==> config.mk <==
export PLATFORM = sky130hd
export DESIGN_NAME = fetch_ctrl
export DESIGN_NICKNAME = d
export VERILOG_FILES = /design/src/rtl/fetch_pkg.sv /design/src/rtl/fetch_queue.sv /design/src/rtl/fetch_ctrl.sv
export SDC_FILE = /design/constraint.sdc
export NUM_CORES = 1
export LEC_CHECK = 0
export ABC_AREA = 1
export CAP_MARGIN = 15
export CORE_MARGIN = 4
export CORE_UTILIZATION = 51
export CTS_BUF_LIST = sky130_fd_sc_hd__clkbuf_16
export DETAILED_ROUTE_END_ITERATION = 10
export PLACE_DENSITY = 0.74
export SYNTH_ARGS = -nofsm -noshare
export SYNTH_HDL_FRONTEND = slang
export SYNTH_HIERARCHICAL = 1
export SYNTH_SLANG_ARGS = --single-unit
==> constraint.sdc <==
create_clock -name clk -period 4.9 [get_ports clk]
set_input_delay 0.735 -clock clk [delete_from_list [all_inputs] [get_ports clk]]
set_output_delay 0.735 -clock clk [all_outputs]
set_load 0.03 [all_outputs]
==> src/rtl/fetch_pkg.sv <==
// Shared types and constants for the instruction-fetch sequencer.
package fetch_pkg;

    // Widest PC the prefetch queue can carry; fetch_ctrl's ADDR_WIDTH must not exceed it.
    localparam int FETCH_ADDR_WIDTH = 32;

    // Every instruction word is four bytes, so the PC advances by this amount.
    localparam int INSTR_BYTES = 4;

    localparam logic [31:0] DEFAULT_RESET_PC = 32'h0000_0000;

    // One prefetched instruction together with the address it was fetched from.
    typedef struct packed {
        logic [FETCH_ADDR_WIDTH-1:0] pc;
        logic [31:0]                 instr;
    } fetch_entry_t;

endpackage

==> src/rtl/fetch_queue.sv <==
// Small synchronous FIFO holding prefetched instructions between memory and decode.
// Pointers carry one extra wrap bit so full and empty are distinguished without a flag.
module fetch_queue
    import fetch_pkg::*;
#(
    parameter int DEPTH = 4
) (
    input  logic                   clk,
    input  logic                   rst,
    input  logic                   flush,
    input  logic                   push,
    input  fetch_entry_t           push_entry,
    input  logic                   pop,
    output fetch_entry_t           head,
    output logic [$clog2(DEPTH):0] count
);

    localparam int IDX_W = $clog2(DEPTH);
    localparam logic [IDX_W:0] FULL_COUNT = (IDX_W + 1)'(DEPTH);

    logic [IDX_W:0] wr_ptr_q, wr_ptr_d;
    logic [IDX_W:0] rd_ptr_q, rd_ptr_d;
    fetch_entry_t   mem_q [DEPTH];
    logic           do_push;
    logic           do_pop;
    logic           empty;
    logic           full;

    assign count = wr_ptr_q - rd_ptr_q;
    assign empty = (count == '0);
    assign full  = (count == FULL_COUNT);

    // Pointer update: a flush wins over everything, otherwise guarded push and pop.
    always_comb begin
        wr_ptr_d = wr_ptr_q;
        rd_ptr_d = rd_ptr_q;
        do_push  = push && !full && !flush;
        do_pop   = pop && !empty && !flush;
        if (flush) begin
            wr_ptr_d = '0;
            rd_ptr_d = '0;
        end else begin
            if (do_push) begin
                wr_ptr_d = wr_ptr_q + 1'b1;
            end
            if (do_pop) begin
                rd_ptr_d = rd_ptr_q + 1'b1;
            end
        end
    end

    // Pointer registers, cleared by reset.
    always_ff @(posedge clk) begin
        if (rst) begin
            wr_ptr_q <= '0;
            rd_ptr_q <= '0;
        end else begin
            wr_ptr_q <= wr_ptr_d;
            rd_ptr_q <= rd_ptr_d;
        end
    end

    // Storage needs no reset: entries are only visible between the pointers.
    always_ff @(posedge clk) begin
        if (do_push) begin
            mem_q[wr_ptr_q[IDX_W-1:0]] <= push_entry;
        end
    end

    // Present zeros while empty so decode never sees a stale entry.
    always_comb begin
        head = '0;
        if (!empty) begin
            head = mem_q[rd_ptr_q[IDX_W-1:0]];
        end
    end

endmodule

==> src/rtl/fetch_ctrl.sv <==
// Instruction-fetch sequencer: issues word requests via req/gnt, buffers the
// one-cycle-latency responses in a prefetch queue and restarts on redirect.
module fetch_ctrl
    import fetch_pkg::*;
#(
    parameter int                    DEPTH      = 4,
    parameter int                    ADDR_WIDTH = 32,
    parameter logic [ADDR_WIDTH-1:0] RESET_PC   = ADDR_WIDTH'(DEFAULT_RESET_PC)
) (
    input  logic                  clk,
    input  logic                  rst,
    output logic                  imem_req_o,
    output logic [ADDR_WIDTH-1:0] imem_addr_o,
    input  logic                  imem_gnt_i,
    input  logic [31:0]           imem_rdata_i,
    input  logic                  redirect_i,
    input  logic [ADDR_WIDTH-1:0] redirect_pc_i,
    output logic                  instr_valid_o,
    output logic [31:0]           instr_o,
    output logic [ADDR_WIDTH-1:0] pc_o,
    input  logic                  instr_ready_i
);

    localparam int CNT_W = $clog2(DEPTH) + 1;
    localparam logic [CNT_W:0] DEPTH_C = (CNT_W + 1)'(DEPTH);

    logic [ADDR_WIDTH-1:0] fetch_pc_q, fetch_pc_d;
    logic [ADDR_WIDTH-1:0] resp_pc_q, resp_pc_d;
    logic                  inflight_q, inflight_d;
    logic [CNT_W-1:0]      count;
    logic [CNT_W:0]        outstanding;
    logic                  grant;
    logic                  push;
    logic                  pop;
    fetch_entry_t          push_entry;
    fetch_entry_t          head;
    logic [1:0]            unused_redirect_lsbs;

    assign unused_redirect_lsbs = redirect_pc_i[1:0];

    // Credit check uses only registered state, so there is no path from decode ready to req.
    always_comb begin
        outstanding = {1'b0, count} + {{CNT_W{1'b0}}, inflight_q};
        imem_req_o  = !rst && !redirect_i && (outstanding < DEPTH_C);
        grant       = imem_req_o && imem_gnt_i;
        push        = inflight_q && !redirect_i;
        pop         = instr_valid_o && instr_ready_i;
        push_entry.pc    = FETCH_ADDR_WIDTH'(resp_pc_q);
        push_entry.instr = imem_rdata_i;
    end

    // Next fetch address, response tag and in-flight flag; redirect outranks a grant.
    always_comb begin
        fetch_pc_d = fetch_pc_q;
        resp_pc_d  = resp_pc_q;
        inflight_d = 1'b0;
        if (redirect_i) begin
            fetch_pc_d = {redirect_pc_i[ADDR_WIDTH-1:2], 2'b00};
        end else if (grant) begin
            fetch_pc_d = fetch_pc_q + ADDR_WIDTH'(INSTR_BYTES);
            resp_pc_d  = fetch_pc_q;
            inflight_d = 1'b1;
        end
    end

    // Fetch state registers; reset overrides a simultaneous redirect.
    always_ff @(posedge clk) begin
        if (rst) begin
            fetch_pc_q <= RESET_PC;
            resp_pc_q  <= '0;
            inflight_q <= 1'b0;
        end else begin
            fetch_pc_q <= fetch_pc_d;
            resp_pc_q  <= resp_pc_d;
            inflight_q <= inflight_d;
        end
    end

    fetch_queue #(
        .DEPTH(DEPTH)
    ) u_queue (
        .clk       (clk),
        .rst       (rst),
        .flush     (redirect_i),
        .push      (push),
        .push_entry(push_entry),
        .pop       (pop),
        .head      (head),
        .count     (count)
    );

    assign imem_addr_o   = fetch_pc_q;
    assign instr_valid_o = (count != '0);
    assign instr_o       = head.instr;
    assign pc_o          = head.pc[ADDR_WIDTH-1:0];

    // Credits guarantee every response finds a free slot.
    a_no_overflow: assert property (@(posedge clk) disable iff (rst)
        !(push && (count == DEPTH_C[CNT_W-1:0])));

    a_credit_bound: assert property (@(posedge clk) disable iff (rst)
        (outstanding <= DEPTH_C));

endmodule

==> impl_metrics.csv <==
group,metric,value,unit
status,outcome,"completed",
pwr,power_density,320,nW/µm²
cts,cts-root-buf,"clkbuf_16",
timing,setup_tns,0,ns
final_layout,layout.cells.non_filler,1955,
critical_path,start_kind,"register",
critical_path,reg2reg_slack,1.61,ns
hold_path,whs_path_depth,0,
synthesis,netlist_area,14100,µm²
critical_path,cp-end-kind,"primary output",
cts,cts_made_buffers,31,
synthesis,yosysTopAreaCellShare,54.7,%
final_layout,nFillCells,2127,
timing,finClkSkew,0.0210,ns
synthesis,synth_area_leader_cell,"edfxtp_1",
pwr,vdd_ir_drop_max,0.000253,V
job,drv_cap,0,
grt,grt_pass1_wl,48500,µm
timing,drv_slew,0,
final_layout,drive_gt1_share,5.33,%
floorplanning,io_pins,167,
timing,setup_ws,0.487,ns
floorplanning,core_area,27000,µm²
synthesis,yosys_warnings,6,
cts,htree_num_levels,1,
place,dp_cells,1897,
final_layout,seq_area,9080,µm²
grt,antenna_found_initial,0,
place,gp_congestion,0.851,
synthesis,netlist_instances,1437,
synthesis,async_flop_share,0,%
routing,drtPass1Iterations,5,
hold_path,min_to,"u_queue/mem_q[2][46]",
place,portBuffers,162,
grt,grt_pass1_vias,9678,
synthesis,yosysUniqueCellTypes,32,
critical_path,arrival,3.68,ns
routing,wl_per_cell,15.5,µm
synthesis,synth_edf_count,256,
final_layout,final_net_count,1666,
critical_path,reg2reg_depth,11,
timing,rsz0062_at_grt,"false",
synthesis,yosys_most_used_dff,"edfxtp_1",
hold_path,min_from,"resp_pc_q[14]",
cts,cts-resized-gates,0,
critical_path,required,4.16,ns
timing,final-hold-violation-count,0,
timing,post-route-min-period,4.41,ns
routing,vias_per_cell,5.17,
final_layout,antenna_cells,0,
synthesis,ys_top_cells_by_count,"nor2_1 (272), edfxtp_1 (256), nand2_1 (231), o21ai_0 (184), inv_1 (154)",
critical_path,r2r-end,"u_queue/mem_q[3][4]",
synthesis,yosys-top-cells-area,"edfxtp_1 (55%), dfxtp_1 (9.8%), nor2_1 (7.3%)",
routing,dr_total_vias,10102,
timing,finalSetupViolations,0,
routing,drtIter0Drc,808,
place,detailedPlacementHpwl,19300,µm
cts,cts_hold_buf,0,
routing,wl,30200,µm
critical_path,startpoint,"u_queue/wr_ptr_q[0]",
routing,drc_errors,0,
floorplanning,row_count,60,
timing,fin_hold_ws,0.494,ns
timing,worstMarginPinSlew,0.806,ns
routing,ant_nets,0,
synthesis,synth-seq-cells,325,
cts,path_clk_slew,0.06,ns
critical_path,critical_path_class,"reg -> out",
grt,gr-total-overflow,0,
cts,clock-sinks,325,
synthesis,seq_area_frac_synth,64.5,%
pwr,p_leak,6.74,nW
floorplanning,die_w,174,µm
floorplanning,die_h,174,µm
timing,relSlewSlack,46.1,%
floorplanning,die_area,30300,µm²
synthesis,synth.most_common_cell,"nor2_1",
place,preCtsSetupSlack,1.02,ns
critical_path,crit_top_cell,"inv_1",
cts,clock_path_buffers,3,
synthesis,syn_area_per_cell,9.79,µm²
critical_path,crit_chain,"inv_1 > ha_1 > fa_1 > nand2_1 > inv_1 > nand3_2 > buf_4 > nand2_1 > inv_1 > clkdlybuf4s50_1",
cts,cts_setup_buffers,0,
critical_path,worstPathMaxFanout,25,
final_layout,multiInputGateArea,4110,µm²
timing,min_period_over_period,90.1,%
grt,grt_max_degree,75,
hold_path,hp-class,"reg -> reg",
timing,fmax,227,MHz
final_layout,area_growth,20.7,%
critical_path,path_buf_inv,5,
critical_path,slowest_delay,0.58,ns
critical_path,reg2reg_from,"u_queue/wr_ptr_q[0]",
grt,grt.total_usage,19.4,%
cts,cts_tree,"built",
cts,clkLatencyLatePin,0.56,ns
critical_path,cp_top_family,"buffers and inverters",
critical_path,cp_slowest_cell,"clkdlybuf4s50_1",
floorplanning,initial_utilization,52.0,%
==> final cells by class <==
class	instances	share of cell area [%]
clock buffer	31	4.57
clock inverter	27	0.715
inverter	156	3.46
multi-input combinational	893	24.2
sequential	325	53.5
tap	341	2.51
timing repair buffer	182	11.0
==> cells in the final DEF (no fill, tap or decap), types with 2 or more instances in the layout <==
cell type,instances
dfxtp_1,67
clkinv_1,7
nor2_2,6
clkdlybuf4s50_1,162
a31oi_1,3
nand3_2,2
a21oi_1,39
buf_4,12
dfxtp_4,2
inv_1,167
conb_1,10
xnor2_1,2
o21ai_0,184
nor2_1,268
inv_2,2
nand2_2,2
nand4_1,3
nand3_1,60
nand2_1,231
a22oi_1,4
clkbuf_16,31
nand3_4,2
xor2_1,9
edfxtp_1,256
buf_12,8
o21ai_1,37
clkinv_2,4
ha_1,7
o21a_1,9
nor2_4,11
==> through the flow <==
| step | area [µm²] | power, mW | util [%] |
|---|---|---|---|
| after floorplan | 14100 | 3.24 | - |
| after CTS | 17000 | 5.48 | 62.8 |
| after global routing | 17000 | 5.63 | 62.8 |
| after detailed placement | 16100 | 3.38 | 59.5 |
| after global placement | 16100 | 3.37 | 59.5 |
| final | 17000 | 5.43 | 62.8 |
==> power breakdown <==
part / internal (mW) / switching (mW) / total (mW)
clock: 1.14 / 0.967 / 2.11
combinational: 0.122 / 0.161 / 0.284
sequential: 3.00 / 0.0416 / 3.04
total: 4.26 / 1.17 / 5.43
==> state kept, by name, indices dropped and copies added, names as in the netlist, named ones only <==
register          count
u_queue/mem_q       256
inflight_q            1
u_queue/rd_ptr_q      3
u_queue/wr_ptr_q      3
imem_addr_o          30
resp_pc_q            30
==> routing by layer <==
layer	vias to the layer above	wire [µm]	share of wire, %	global-route usage (%)
met1	4679	13000	43	25.4
met5	-	0	0	0
met3	43	1810	6.0	3.13
met2	327	14800	49	33.8
li1	5053	-	-	-
met4	0	638	2.1	5.25
==> worst max-delay path by stage <==
stage | end | slack [ns] | cells after the start
detailed placement | pc_o[25] | 1.02 | 10
floorplan | u_queue/mem_q[0][0] | 0.13 | 10
global route | pc_o[25] | 0.27 | 10
finish | pc_o[25] | 0.49 | 10
global placement | pc_o[22] | 1.11 | 10
CTS | pc_o[25] | 0.41 | 10
==> logic make-up (layout without fill, tap and decap cells) <==
| logic type | after synthesis | in the layout | share of synthesized area, % |
|---|---|---|---|
| flops | 325 | 325 | 64.5 |
| compound gates | 277 | 277 | 10.1 |
| xor+xnor | 11 | 11 | 0.685 |
| fa+ha+maj | 8 | 8 | 0.765 |
| buf+inv | 228 | 396 | 6.75 |
| other cells | 1 | 10 | 0.0267 |
| simple gates | 587 | 587 | 17.1 |
Power figures use the tool's default switching activity.
